===== config.mk =====
export PLATFORM = sky130hd
export DESIGN_NAME = btn_debouncer
export DESIGN_NICKNAME = d
export VERILOG_FILES = /design/src/rtl/btn_pkg.sv /design/src/rtl/btn_debounce_ch.sv /design/src/rtl/btn_debouncer.sv
export SDC_FILE = /design/constraint.sdc
export NUM_CORES = 1
export LEC_CHECK = 0
export BUFFER_PORTS_ARGS = -buffer_cell sky130_fd_sc_hd__buf_2
export CAP_MARGIN = 40
export CORE_MARGIN = 10
export CORE_UTILIZATION = 44
export DETAILED_ROUTE_END_ITERATION = 6
export PLACE_DENSITY_LB_ADDON = 0.05
export RECOVER_POWER = 100
export REMOVE_ABC_BUFFERS = 1
export SETUP_SLACK_MARGIN = 0.15
export SLEW_MARGIN = 10
export SYNTH_ARGS = -nofsm -noshare
export SYNTH_HDL_FRONTEND = slang
export SYNTH_SLANG_ARGS = --single-unit

===== constraint.sdc =====
create_clock -name clk -period 5.7 [get_ports clk]
set_input_delay 0.285 -clock clk [delete_from_list [all_inputs] [get_ports clk]]
set_output_delay 0.285 -clock clk [all_outputs]
set_load 0.005 [all_outputs]

===== src/rtl/btn_pkg.sv =====
// Shared types and defaults for the push-button conditioning stage.
package btn_pkg;

  typedef enum logic [1:0] {
    IDLE        = 2'b00,
    PRESS_CNT   = 2'b01,
    HELD        = 2'b10,
    RELEASE_CNT = 2'b11
  } btn_state_e;

  // 10 ms, 500 ms and 100 ms at the 100 MHz board clock
  localparam int unsigned DEBOUNCE_CYCLES_DEF = 1_000_000;
  localparam int unsigned REPEAT_DELAY_DEF    = 50_000_000;
  localparam int unsigned REPEAT_PERIOD_DEF   = 10_000_000;

  localparam int unsigned BTN_U = 0;
  localparam int unsigned BTN_D = 1;
  localparam int unsigned BTN_L = 2;
  localparam int unsigned BTN_R = 3;
  localparam int unsigned BTN_C = 4;

endpackage


===== src/rtl/btn_debounce_ch.sv =====
// One button channel: 2-flop synchroniser, debounce counter and press/release FSM.
// Auto-repeat of the press pulse while held is added when BTN_REPEAT_EN is defined.
module btn_debounce_ch
  import btn_pkg::*;
#(
  parameter int unsigned DEBOUNCE_CYCLES = DEBOUNCE_CYCLES_DEF
`ifdef BTN_REPEAT_EN
  ,
  parameter int unsigned REPEAT_DELAY  = REPEAT_DELAY_DEF,
  parameter int unsigned REPEAT_PERIOD = REPEAT_PERIOD_DEF
`endif
) (
  input  logic clk,
  input  logic rst_n,
  input  logic raw_i,
  output logic level_o,
  output logic press_o,
  output logic release_o
);

  localparam int unsigned     CNT_W    = $clog2(DEBOUNCE_CYCLES);
  localparam logic [CNT_W-1:0] CNT_LAST = CNT_W'(DEBOUNCE_CYCLES - 1);

  logic [1:0]       sync_q;
  logic             sync;
  btn_state_e       state_q, state_d;
  logic [CNT_W-1:0] cnt_q, cnt_d;
  logic             level_q, level_d;
  logic             press_q, press_d, press_pulse;
  logic             release_q, release_d;

  assign sync = sync_q[1];

  always_comb begin
    // NOTE: every output of this block gets a default first, so no latch is inferred.
    state_d   = state_q;
    cnt_d     = '0;
    level_d   = level_q;
    press_d   = 1'b0;
    release_d = 1'b0;
    case (state_q)
      IDLE: begin
        if (sync) begin
          state_d = PRESS_CNT;
          cnt_d   = CNT_W'(1);
        end
      end
      PRESS_CNT: begin
        if (!sync) begin
          state_d = IDLE;
        end else if (cnt_q == CNT_LAST) begin
          state_d = HELD;
          level_d = 1'b1;
          press_d = 1'b1;
        end else begin
          cnt_d = cnt_q + CNT_W'(1);
        end
      end
      HELD: begin
        if (!sync) begin
          state_d = RELEASE_CNT;
          cnt_d   = CNT_W'(1);
        end
      end
      RELEASE_CNT: begin
        if (sync) begin
          state_d = HELD;
        end else if (cnt_q == CNT_LAST) begin
          state_d   = IDLE;
          level_d   = 1'b0;
          release_d = 1'b1;
        end else begin
          cnt_d = cnt_q + CNT_W'(1);
        end
      end
      default: state_d = IDLE;
    endcase
  end

`ifdef BTN_REPEAT_EN
  localparam int unsigned REP_MAX = (REPEAT_DELAY > REPEAT_PERIOD) ? REPEAT_DELAY : REPEAT_PERIOD;
  localparam int unsigned REP_W   = ($clog2(REP_MAX) > 0) ? $clog2(REP_MAX) : 1;
  localparam logic [REP_W-1:0] DELAY_LAST  = REP_W'(REPEAT_DELAY - 1);
  localparam logic [REP_W-1:0] PERIOD_LAST = REP_W'(REPEAT_PERIOD - 1);

  logic [REP_W-1:0] rep_q, rep_d;
  logic             rep_first_q, rep_first_d;
  logic             rep_fire;

  // Any cycle not spent steadily in HELD restarts the initial delay from zero.
  always_comb begin
    rep_d       = '0;
    rep_first_d = 1'b1;
    rep_fire    = 1'b0;
    if (state_q == HELD && sync) begin
      rep_first_d = rep_first_q;
      if (rep_q == (rep_first_q ? DELAY_LAST : PERIOD_LAST)) begin
        rep_fire    = 1'b1;
        rep_first_d = 1'b0;
      end else begin
        rep_d = rep_q + REP_W'(1);
      end
    end
  end

  always_ff @(posedge clk or negedge rst_n) begin
    if (!rst_n) begin
      rep_q       <= '0;
      rep_first_q <= 1'b1;
    end else begin
      rep_q       <= rep_d;
      rep_first_q <= rep_first_d;
    end
  end

  assign press_pulse = press_d | rep_fire;
`else
  assign press_pulse = press_d;
`endif

  always_ff @(posedge clk or negedge rst_n) begin
    if (!rst_n) begin
      sync_q    <= '0;
      state_q   <= IDLE;
      cnt_q     <= '0;
      level_q   <= 1'b0;
      press_q   <= 1'b0;
      release_q <= 1'b0;
    end else begin
      // NOTE: non-blocking so every flop samples pre-edge values, keeping the 2-flop chain a real delay.
      sync_q    <= {sync_q[0], raw_i};
      state_q   <= state_d;
      cnt_q     <= cnt_d;
      level_q   <= level_d;
      press_q   <= press_pulse;
      release_q <= release_d;
    end
  end

  assign level_o   = level_q;
  assign press_o   = press_q;
  assign release_o = release_q;

endmodule


===== src/rtl/btn_debouncer.sv =====
// Debounces the five Nexys4 push buttons {C,R,L,D,U} into clean levels and press/release pulses.
// Define BTN_REPEAT_EN to add auto-repeat press pulses while a button is held.
module btn_debouncer
  import btn_pkg::*;
#(
  parameter int unsigned NUM_BTN         = 5,
  parameter int unsigned DEBOUNCE_CYCLES = DEBOUNCE_CYCLES_DEF,
  parameter int unsigned REPEAT_DELAY    = REPEAT_DELAY_DEF,
  parameter int unsigned REPEAT_PERIOD   = REPEAT_PERIOD_DEF
) (
  input  logic               clk,
  input  logic               rst_n,
  input  logic [NUM_BTN-1:0] btn_raw,
  output logic [NUM_BTN-1:0] btn_level,
  output logic [NUM_BTN-1:0] btn_press,
  output logic [NUM_BTN-1:0] btn_release
);

  if (DEBOUNCE_CYCLES < 2 || DEBOUNCE_CYCLES > 2**24 ||
      REPEAT_DELAY < 1 || REPEAT_PERIOD < 1) begin : g_param_err
    $error("btn_debouncer: parameter out of range");
  end

  for (genvar g = 0; g < NUM_BTN; g++) begin : g_ch
    btn_debounce_ch #(
      .DEBOUNCE_CYCLES (DEBOUNCE_CYCLES)
`ifdef BTN_REPEAT_EN
      ,
      .REPEAT_DELAY    (REPEAT_DELAY),
      .REPEAT_PERIOD   (REPEAT_PERIOD)
`endif
    ) u_ch (
      .clk       (clk),
      .rst_n     (rst_n),
      .raw_i     (btn_raw[g]),
      .level_o   (btn_level[g]),
      .press_o   (btn_press[g]),
      .release_o (btn_release[g])
    );
  end

endmodule

==> metrics <==
Post-Synth Simple-Gate Area 25.5%; final wirelength 12,700 um; fin cells 862; Yosys reg bits 135; synth-to-layout area growth 11.3%; CP endpoint kind register; fmax 289 MHz; critical setup path kind register to register; initial antenna violation count 0; failing checks capacitance limit, slew limit; Synthesis Warnings 0; fin util 49.9%; Syn Inst Count 645; Final ANT Viol Nets 0; Worst Path Max Fanout 19; Clock Latency Late Sink 420 ps; Max VDD drop 0.000206 V; fin area 7230 um2; n_diodes 0; full die area 20,000 um2; Tcrit/Tclk final 60.7%; XOR/XNOR Fraction of Synth Area 9.44%; Die X 142 um; largest cells by area after synthesis dfrtp_1, xnor2_1, nor2_1; register area share after synthesis 52.0%; RSZ-0062 raised after global routing no; Pleak 2.86 nW; biggest area consumer among synthesized cells dfrtp_1; Buffers & Inverters on Critical Path 0; Nets 677; CTS clk-pin slew, worst paths 50 ps; CTS tree built; DRT iter0 DRCs 286; pwr/cell area 284 nW/um2; routed vias/inst 5.50; Compound-Gate Fraction of Synth Area 7.07%; status complete, but fails checks; clock buffer depth 2; main combinational cell family by area after synthesis simple AND/OR/NAND/NOR gates; Place WS 3390 ps; initial core utilization 44.9%; Clock Skew 5.95 ps; Max H-tree Level 4; core area 14,500 um2; port buffer count 21; layout cell share with drive strength beyond 1 6.49%; slowest CP cell o21ai_0; First-pass DRT Iterations 4; # clock sinks 135; Yosys cell types 47; Mapped Area 6500 um2; fin. max-slew vios 20; Critical Path RT 5910 ps; CTS Buf Count 17; delay-heaviest family, CP compound AO/OA/AOI/OAI gates; Worst Hold Class register to register; dpl cells 824; first-pass GRT wire length 22,200 um; setup violators final 0; mux contribution to synthesized area 0.751%; overall power 2.05 mW; Vias 4,740; arrival time worst endpoint 3670 ps; Slew Limit Headroom -47.1%; vias in the first global route 4,750; Hold WS 352 ps; # DRC 0; setup_tns 0 ps; DP Area 6660 um2; Largest stage delay, worst path 1680 ps; Avg WL per Cell 14.7 um; # Max-Cap Violations 1; worst-margin pin slew 2180 ps; final hold vios 0; top_reg_cell synth dfrtp_1; post-synth top area share 52.0%; gpl congestion 0.787; GRT Total Usage 13.2%; largest net degree at the start of global routing 85; Congestion Overflow GR 0; crit start category register; setup ws final 2240 ps; Final HPWL DP 8330 um; post-route minimum period 3460 ps; EDFF count, synth 0; Most common cell on crit path or4_1; io pins 22; worst path cell trace or4_1 > or4_1 > o21ai_0 > nor2_1; row count 44; clock root cell clkbuf_16; Die Y 142 um; ys async rst share 100%; synthesized area per cell 10.1 um2; Synth Area in Adders 0.963%
## logic make-up (layout without fill, tap and decap cells)
| logic type | Yosys count | after routing |
|---|---|---|
| AND/OR/NAND/NOR | 302 | 302 |
| multiplexers | 4 | 4 |
| XOR/XNOR | 70 | 70 |
| adder cells (fa/ha/maj) | 5 | 5 |
| buffers and inverters | 53 | 86 |
| AO/OA/AOI/OAI | 76 | 76 |
| flip-flops | 135 | 135 |
## layer usage
metal	share of wire (%)	track usage, %	vias up
li1	-	-	2336
met4	1.4	5.06	0
met1	49	16.8	2331
met5	0	0	-
met2	46	20.7	57
met3	3.2	4.11	16
## report_power, final
| group | internal (mW) | switching, mW |
|---|---|---|
| Sequential | 0.969 | 0.0104 |
| Combinational | 0.0136 | 0.0371 |
| Clock | 0.629 | 0.395 |
| Total | 1.61 | 0.442 |
## placed cells by master, fill, tap and decap left out, types with 24 or more instances in the layout
master,netlist,final
nand4_1,30,30
nand2_1,31,31
inv_1,26,26
nor2_1,89,89
o21ai_0,26,27
dfrtp_1,135,135
xnor2_1,46,46
xor2_1,24,24
nand3_1,35,35
a21oi_1,26,26
## worst reg2reg max path, cell delays in order (launching register included)
cell and delay (ps):
dfrtp_1 420, or4_1 530, or4_1 490, o21ai_0 1680
nor2_1 130
## final cells by class
class	instances	area (um2)
Fill cell	1326	7250
Sequential cell	135	3380
Multi-Input combinational cell	457	2810
Clock buffer	23	478
Tap cell	184	230
Timing Repair Buffer	28	161
Inverter	26	97.6
Clock inverter	9	75.1
## cell usage after synthesis (5+ instances only)
cell and instances:
buf_4 20, nor2_1 89, xor2_1 24, dfrtp_1 135
nor4_1 12, and3_1 12, nor3_1 16, or3_1 17
a21oi_1 26, xnor2_1 46, o21ai_0 26, ha_1 5
and4_1 14, nand3_1 35, o31ai_1 5, or4_1 13
nand4_1 30, inv_1 26, nand2_1 31, nand4b_1 7
## state kept, by name, summed over array words and instances (netlist names), named ones only
register,count
g_ch.u_ch.cnt_q,100
g_ch.u_ch.sync_q,10
g_ch.u_ch.state_q,5
g_ch.u_ch.press_o,5
g_ch.u_ch.level_o,5
g_ch.u_ch.release_o,5
## path summary, 6_finish.rpt
| check | endpoint | startpoint | depth (start not counted) | slack, ps |
|---|---|---|---|---|
| worst max-delay path | g_ch[1].u_ch.cnt_q[8] | g_ch[1].u_ch.cnt_q[10] | 4 | 2240 |
| worst min-delay path | g_ch[3].u_ch.sync_q[1] | g_ch[3].u_ch.sync_q[0] | 0 | 350 |
| worst max register to register | g_ch[1].u_ch.cnt_q[8] | g_ch[1].u_ch.cnt_q[10] | 4 | 2240 |
| worst min register to register | g_ch[3].u_ch.sync_q[1] | g_ch[3].u_ch.sync_q[0] | 0 | 350 |
| max in group asynchronous | g_ch[4].u_ch.release_o | rst_n | 3 | 4050 |
| min in group asynchronous | g_ch[2].u_ch.sync_q[1] | rst_n | 2 | 480 |
## timing repair
action | in CTS | in global routing
setup endpoints to repair | 0 | 0
endpoints found under the hold margin | 88 | 0
hold buffers | 6 | 0
resized for setup | 0 | 0
setup buffers | 0 | 0
(Power assumes the default switching activity.)
